[config.mk]
export PLATFORM = sky130hd
export DESIGN_NAME = accu_split_flat
export DESIGN_NICKNAME = d
export VERILOG_FILES = /design/src/rtl/accu_split_if.sv /design/src/rtl/accu_split.sv /design/src/flat_wrapper.sv
export SDC_FILE = /design/constraint.sdc
export NUM_CORES = 1
export LEC_CHECK = 0
export BUFFER_PORTS_ARGS = -buffer_cell sky130_fd_sc_hd__buf_2
export CORE_ASPECT_RATIO = 0.5
export CORE_MARGIN = 3
export CORE_UTILIZATION = 42
export CTS_BUF_LIST = sky130_fd_sc_hd__clkbuf_8
export DETAILED_ROUTE_END_ITERATION = 10
export GPL_TIMING_DRIVEN = 0
export PLACE_DENSITY = 0.67
export SLEW_MARGIN = 30
export SYNTH_ARGS = -nofsm -noshare
export SYNTH_HDL_FRONTEND = slang
export SYNTH_SLANG_ARGS = --single-unit
export TNS_END_PERCENT = 5
[constraint.sdc]
create_clock -name clk -period 2.44 [get_ports clk]
set_input_delay 0.244 -clock clk [delete_from_list [all_inputs] [get_ports clk]]
set_output_delay 0.244 -clock clk [all_outputs]
set_load 0.02 [all_outputs]
[src/rtl/accu_split_if.sv]
// accu_split handshake bundle: total input side and beat stream output side.
// slave is the splitter's view, master is the upstream/sink view.
interface accu_split_if;
  logic [9:0] data_in;
  logic       valid_in;
  logic       ready_in;
  logic [7:0] data_out;
  logic       valid_out;
  logic       last_out;
  logic       sat_out;

  modport slave (
    input  data_in,
    input  valid_in,
    output ready_in,
    output data_out,
    output valid_out,
    output last_out,
    output sat_out
  );

  modport master (
    output data_in,
    output valid_in,
    input  ready_in,
    input  data_out,
    input  valid_out,
    input  last_out,
    input  sat_out
  );
endinterface

[src/rtl/accu_split.sv]
// accu_split: splits a 10-bit total into four 8-bit beats whose sum
// equals the (clamped) total, feeding the accu accumulator.
module accu_split (
  input  logic         clk,
  input  logic         rst_n,
  accu_split_if.slave  bus
);

  typedef enum logic {
    IDLE = 1'b0,
    SEND = 1'b1
  } state_t;

  typedef struct packed {
    logic [7:0] q;
    logic [1:0] r;
  } grp_t;

  state_t     state;
  logic [1:0] cnt;
  grp_t       grp;

  logic       accept;
  logic       fin;
  logic       step;
  logic       sat_n;
  logic [9:0] tc;
  grp_t       grp_n;
  logic [1:0] cnt_n;

  function automatic logic [7:0] beat(
    input logic [7:0] q,
    input logic [1:0] r,
    input logic [1:0] k
  );
    return q + {7'd0, (k < r)};
  endfunction

  assign bus.ready_in = rst_n &&
    ((state == IDLE) || (cnt == 2'd3));

  assign accept = bus.valid_in && bus.ready_in;
  assign fin    = !accept && (state == SEND)
                  && (cnt == 2'd3);
  assign step   = !accept && (state == SEND)
                  && (cnt != 2'd3);
  assign cnt_n  = cnt + 2'd1;

  // 1020 is the largest total whose even split fits 8-bit beats
  assign sat_n   = bus.data_in > 10'd1020;
  assign tc      = sat_n ? 10'd1020 : bus.data_in;
  assign grp_n.q = tc[9:2];
  assign grp_n.r = tc[1:0];

  always_ff @(posedge clk or negedge rst_n) begin
    if (!rst_n) begin
      state         <= IDLE;
      cnt           <= 2'd0;
      grp           <= '0;
      bus.data_out  <= 8'd0;
      bus.valid_out <= 1'b0;
      bus.last_out  <= 1'b0;
      bus.sat_out   <= 1'b0;
    end else begin
      unique case (1'b1)
        accept: begin
          state         <= SEND;
          cnt           <= 2'd0;
          grp           <= grp_n;
          bus.data_out  <= beat(grp_n.q, grp_n.r, 2'd0);
          bus.valid_out <= 1'b1;
          bus.last_out  <= 1'b0;
          bus.sat_out   <= sat_n;
        end
        fin: begin
          state         <= IDLE;
          cnt           <= 2'd0;
          bus.valid_out <= 1'b0;
          bus.last_out  <= 1'b0;
          bus.sat_out   <= 1'b0;
        end
        step: begin
          cnt           <= cnt_n;
          bus.data_out  <= beat(grp.q, grp.r, cnt_n);
          bus.last_out  <= (cnt_n == 2'd3);
        end
        default: begin
          cnt <= 2'd0;
        end
      endcase
    end
  end

endmodule

[src/flat_wrapper.sv]
// flat-port wrapper written by rule: the top's interface ports become plain ports
module accu_split_flat 
  (clk, rst_n, bus_data_in, bus_valid_in, bus_ready_in, bus_data_out, bus_valid_out, bus_last_out, bus_sat_out);
  accu_split_if bus_i ();
  input  logic clk;
  input  logic rst_n;
  input wire logic [$bits(bus_i.data_in)-1:0] bus_data_in;
  input wire logic [$bits(bus_i.valid_in)-1:0] bus_valid_in;
  output wire logic [$bits(bus_i.ready_in)-1:0] bus_ready_in;
  output wire logic [$bits(bus_i.data_out)-1:0] bus_data_out;
  output wire logic [$bits(bus_i.valid_out)-1:0] bus_valid_out;
  output wire logic [$bits(bus_i.last_out)-1:0] bus_last_out;
  output wire logic [$bits(bus_i.sat_out)-1:0] bus_sat_out;
  assign bus_i.data_in = bus_data_in;
  assign bus_i.valid_in = bus_valid_in;
  assign bus_ready_in = bus_i.ready_in;
  assign bus_data_out = bus_i.data_out;
  assign bus_valid_out = bus_i.valid_out;
  assign bus_last_out = bus_i.last_out;
  assign bus_sat_out = bus_i.sat_out;
  accu_split u_core (.clk(clk), .rst_n(rst_n), .bus(bus_i));
endmodule
Yosys cells after proc, flatten, opt, wreduce, memory -nomap -nowiden
Cells that the tools add are included.
{"block": "classes", "n_reduce_logical": 11, "eq_ne": 3, "muxes": 6, "bitwise": 1, "n_addsub": 3, "n_lt_le_gt_ge": 3}
{"cell": "$add 8x1->8", "n": 2}
{"cell": "$pmux 8 s2", "n": 1}
{"cell": "$gt 10x10->1 const B", "n": 1}
{"cell": "$mux 10", "n": 1}
{"cell": "$pmux 1 s2", "n": 3}
{"cell": "$reduce_bool 2->1", "n": 3}
{"cell": "$logic_and 1x1->1", "n": 5}
{"cell": "$eq 2x2->1 const B", "n": 2}
{"cell": "$add 2x1->2 const B", "n": 1}
{"cell": "$lt 1x2->1 const A", "n": 1}
{"cell": "$lt 2x2->1", "n": 1}
{"cell": "$mux 2", "n": 1}
{"cell": "$ne 2x2->1 const B", "n": 1}
{"cell": "$reduce_or 2->1", "n": 1}
{"cell": "$logic_not 1->1", "n": 1}
{"cell": "$logic_or 1x1->1", "n": 1}
{"cell": "$not 1->1", "n": 1}
{"block": "word_totals", "regBits": 23}

Depth between registers and ports, before layout
{"block": "logic_depth", "ltp_word": 9, "mapped_depth": 10, "mapped_depth_nobuf": 10}

Worst setup path before layout
Ideal clock, no wire load.
{"block": "synth_timing", "path_kind": "register to register", "start": "reg u_core.cnt[0]", "end": "reg u_core.bus.data_out[6]", "setup_time_ns": 0.121, "path_stages_with_launch": 11, "synth_period_minus_slack_ns": 2.050, "path_buffers": 0, "arrival_time_ns": 1.929, "path_slack_ns": 0.390, "cell_sequence": "dfrtp_1 -> inv_1 -> ha_1 -> inv_1 -> ha_1 -> a21oi_1 -> ha_1 -> ha_1 -> nand3_1 -> xnor2_1 -> a22o_1"}
{"block": "synth_between", "elab_chain_cells": 8, "elab_cells_between_ends": 13, "classes_between": "add/sub (2); order compare (1); eq/ne (2); mux (1); reduce/logical (7)"}
{"item": "start, declared", "line_no": "accu_split.sv:20", "rtl": "logic [1:0] cnt;"}
{"item": "start signal, assigned", "line_no": "accu_split.sv:83", "rtl": "cnt <= cnt_n;"}
{"item": "branches (longest 8 deep; another with $add 8x1->8)"}
{"item": "end signal, assigned", "line_no": "accu_split.sv:70", "rtl": "bus.data_out <= beat(grp_n.q, grp_n.r, 2'd0);"}
{"item": "end signal, assigned", "line_no": "accu_split.sv:84", "rtl": "bus.data_out <= beat(grp.q, grp.r, cnt_n);"}
{"item": "end, declared", "line_no": "accu_split_if.sv:16", "rtl": "output data_out,"}
Several ways; the timed one is not identified.
A chain may end at the register's enable or synchronous reset.

Final worst setup path
Same ends and word-level chain as after synthesis.

==> results.ini <==
[die]
coreArea_um2 = 2780
die_y_um = 45.5
die_w_um = 84.9
fp.dieArea_um2 = 3860
num_rows = 13
start_util = 0.471
ios = 25

[cts]
root_buffer = clkbuf_8
clk_latency_ps = 270
clk_pin_slew_ps = 70
cts_buffers = 3
ctsLongestPathBuffers = 2
cts-htree-levels = 1
cts.sinks = 23
cts_tree = done

[setup_path]
worstSetupPathType = reg -> reg
critical_path_required_ps = 2590
worstPathArrival_ps = 2400
r2r_cells = 10
start_kind = register
rr_startpoint = u_core.cnt[0]
r2r_slack_ps = 200
end_kind = register
r2r-end = u_core.bus.data_out[6]
cp_max_fo = 4

[min_path]
hold_path_end = u_core.grp[2]
min-delay-start = bus_data_in[2]
hold_class = in -> reg
hold_depth = 3

[final_layout]
syn_to_final_growth_pct = 17.4
seq_area_um2 = 576
layout_commonest_cell = nand2_1
multi_input_area_um2 = 657
utilization = 0.552
antenna_cells = 0
drive_above_1_share = 0.253
layout_common_cells = nand2_1 (31), buf_2 (26), dfrtp_1 (23)
nets = 191
fillers = 262

[placement]
numPortBuffers = 24
gp_congestion = 0.770
hpwl_mm = 2.14

[detailed_routing]
totalWireLength_mm = 2.79
ant_nets = 0
vias = 1041
top_layer_used = met4
dr_wl_met3_um = 84
wl_met2_mm = 1.24
wl_per_cell_um = 13.5
drt_iter0_drc = 55
wl_met1_mm = 1.45
route.detailed.drc = 0
routed_via_density = 5.03
first_pass_iters = 4

[global_routing]
grt_pass1_vias = 969
track_usage = 0.157
grt_max_degree = 26
grt_pass1_wl_mm = 4.65
antenna_found_initial = 0
grt-ovfl-total = 0

[timing]
rsz0062_at_grt = no
worst_pin_slew_ps = 530
relSlewSlack = 0.646
finalHoldViolCount = 0
finalSetupTns_ps = 0
fin_crit_sh = 0.919
setup_viol = 0
fin_crit_ps = 2240
drv_slew = 0
fmax_mhz = 446
clock_skew_ps = 6.39

[pwr]
power_leakage_nw = 0.732
peakVddDrop_uv = 517
p_per_area_nw_per_um2 = 1210

[outcome]
outcome = finished, final reports clean

[synth]
yosys-top-cells-area = dfrtp_1 (44%), nand2_1 (8.9%), ha_1 (6.7%)
synth_top_area_cell = dfrtp_1
synth-seq-area-share = 0.440
netlist_area_um2 = 1310
syn_nets = 161
synth.top_cell.area_share = 0.440
synth_seq_cells = 23
synth.avg_cell_area_um2 = 9.28
syn_inst = 141
yosys_warnings = 0
ys_types = 32

[flow_run]
cap_violations = 0

-- cells in the mapped netlist, drive strengths merged --
library cell / n
nand2: 31
dfrtp: 23
nand3: 12
nor2: 9
ha: 7
buf: 6
nor3: 6
inv: 5
o21ai: 5
xor2: 5
o22ai: 4
xnor2: 4
a22o: 3
and2: 3
o21a: 3
a21oi: 2
a22oi: 2
and3: 2
clkbuf: 2
nand4: 2
a31o: 1
a32o: 1
nand2b: 1
nand3b: 1
o211ai: 1
-- kinds of logic after synthesis --
group	count (synthesis)	share of synthesized area
simple gates	67	0.252
fa+ha+maj	7	0.0669
compound gates	22	0.119
buf+inv	13	0.0621
flops	23	0.440
xor+xnor	9	0.0602
-- routing by layer --
layer	track usage	vias to the layer above
met5	0	-
met4	0.0473	0
met3	0.0343	3
met2	0.248	14
met1	0.218	483
li1	-	541
-- area by class of cell --
type                            count  share of cell area
Multi-Input combinational cell    105               0.428
Sequential cell                    23               0.375
Timing Repair Buffer               25              0.0847
Buffer                              8              0.0407
Tap cell                           37              0.0301
Clock buffer                        3              0.0269
Inverter                            5              0.0122
Clock inverter                      1             0.00326
-- state kept, by name (all words and copies together) (netlist names) --
register / count
u_core.bus.last_out: 1
u_core.bus.valid_out: 1
u_core.bus.sat_out: 1
u_core.cnt: 2
u_core.grp: 10
u_core.bus.data_out: 8
-- critical path: stages (launching register included) --
cell	delay (ps)
dfrtp_1	400
inv_1	60
ha_1	290
inv_1	40
ha_1	260
a21oi_1	140
ha_2	240
ha_2	220
nand3_1	90
xnor2_1	160
a22o_1	230
-- repair_timing --
action,4_1_cts,5_1_grt
hold buffers,1,0
setup endpoints to repair,0,1
endpoints found under the hold margin,23,0
setup buffers,0,0
resized for setup,0,2
-- how the worst max path moves through the flow --
| stage | start | cells past startpoint | to |
|---|---|---|---|
| floorplan | u_core.cnt[0] | 10 | u_core.bus.data_out[6] |
| global placement | u_core.cnt[0] | 10 | u_core.bus.data_out[6] |
| detailed placement | u_core.cnt[0] | 10 | u_core.bus.data_out[6] |
| CTS | u_core.cnt[0] | 10 | u_core.bus.data_out[6] |
| global route | u_core.cnt[0] | 10 | u_core.bus.data_out[6] |
| finish | u_core.cnt[0] | 10 | u_core.bus.data_out[6] |
-- metrics by stage --
stage / instance area [um2] / hold slack (ps) / cells / setup WS (ps) / total power, mW
after CTS: 1530 / 203 / 207 / 126 / 1.87
after floorplan: 1310 / -51.6 / 141 / 390 / 1.35
final: 1540 / 208 / 207 / 198 / 1.85
after global placement: 1480 / 257 / 202 / 167 / 1.60
after global routing: 1540 / 214 / 207 / 37.3 / 2.01
after detailed placement: 1480 / 254 / 202 / 145 / 1.63
-- where the power goes --
part / switching (mW) / internal (mW) / total (mW)
logic: 0.515 / 0.393 / 0.907
clock network: 0.118 / 0.114 / 0.232
registers: 0.138 / 0.575 / 0.712
total: 0.770 / 1.08 / 1.85
Note: power is estimated with default switching activity, not from simulation.
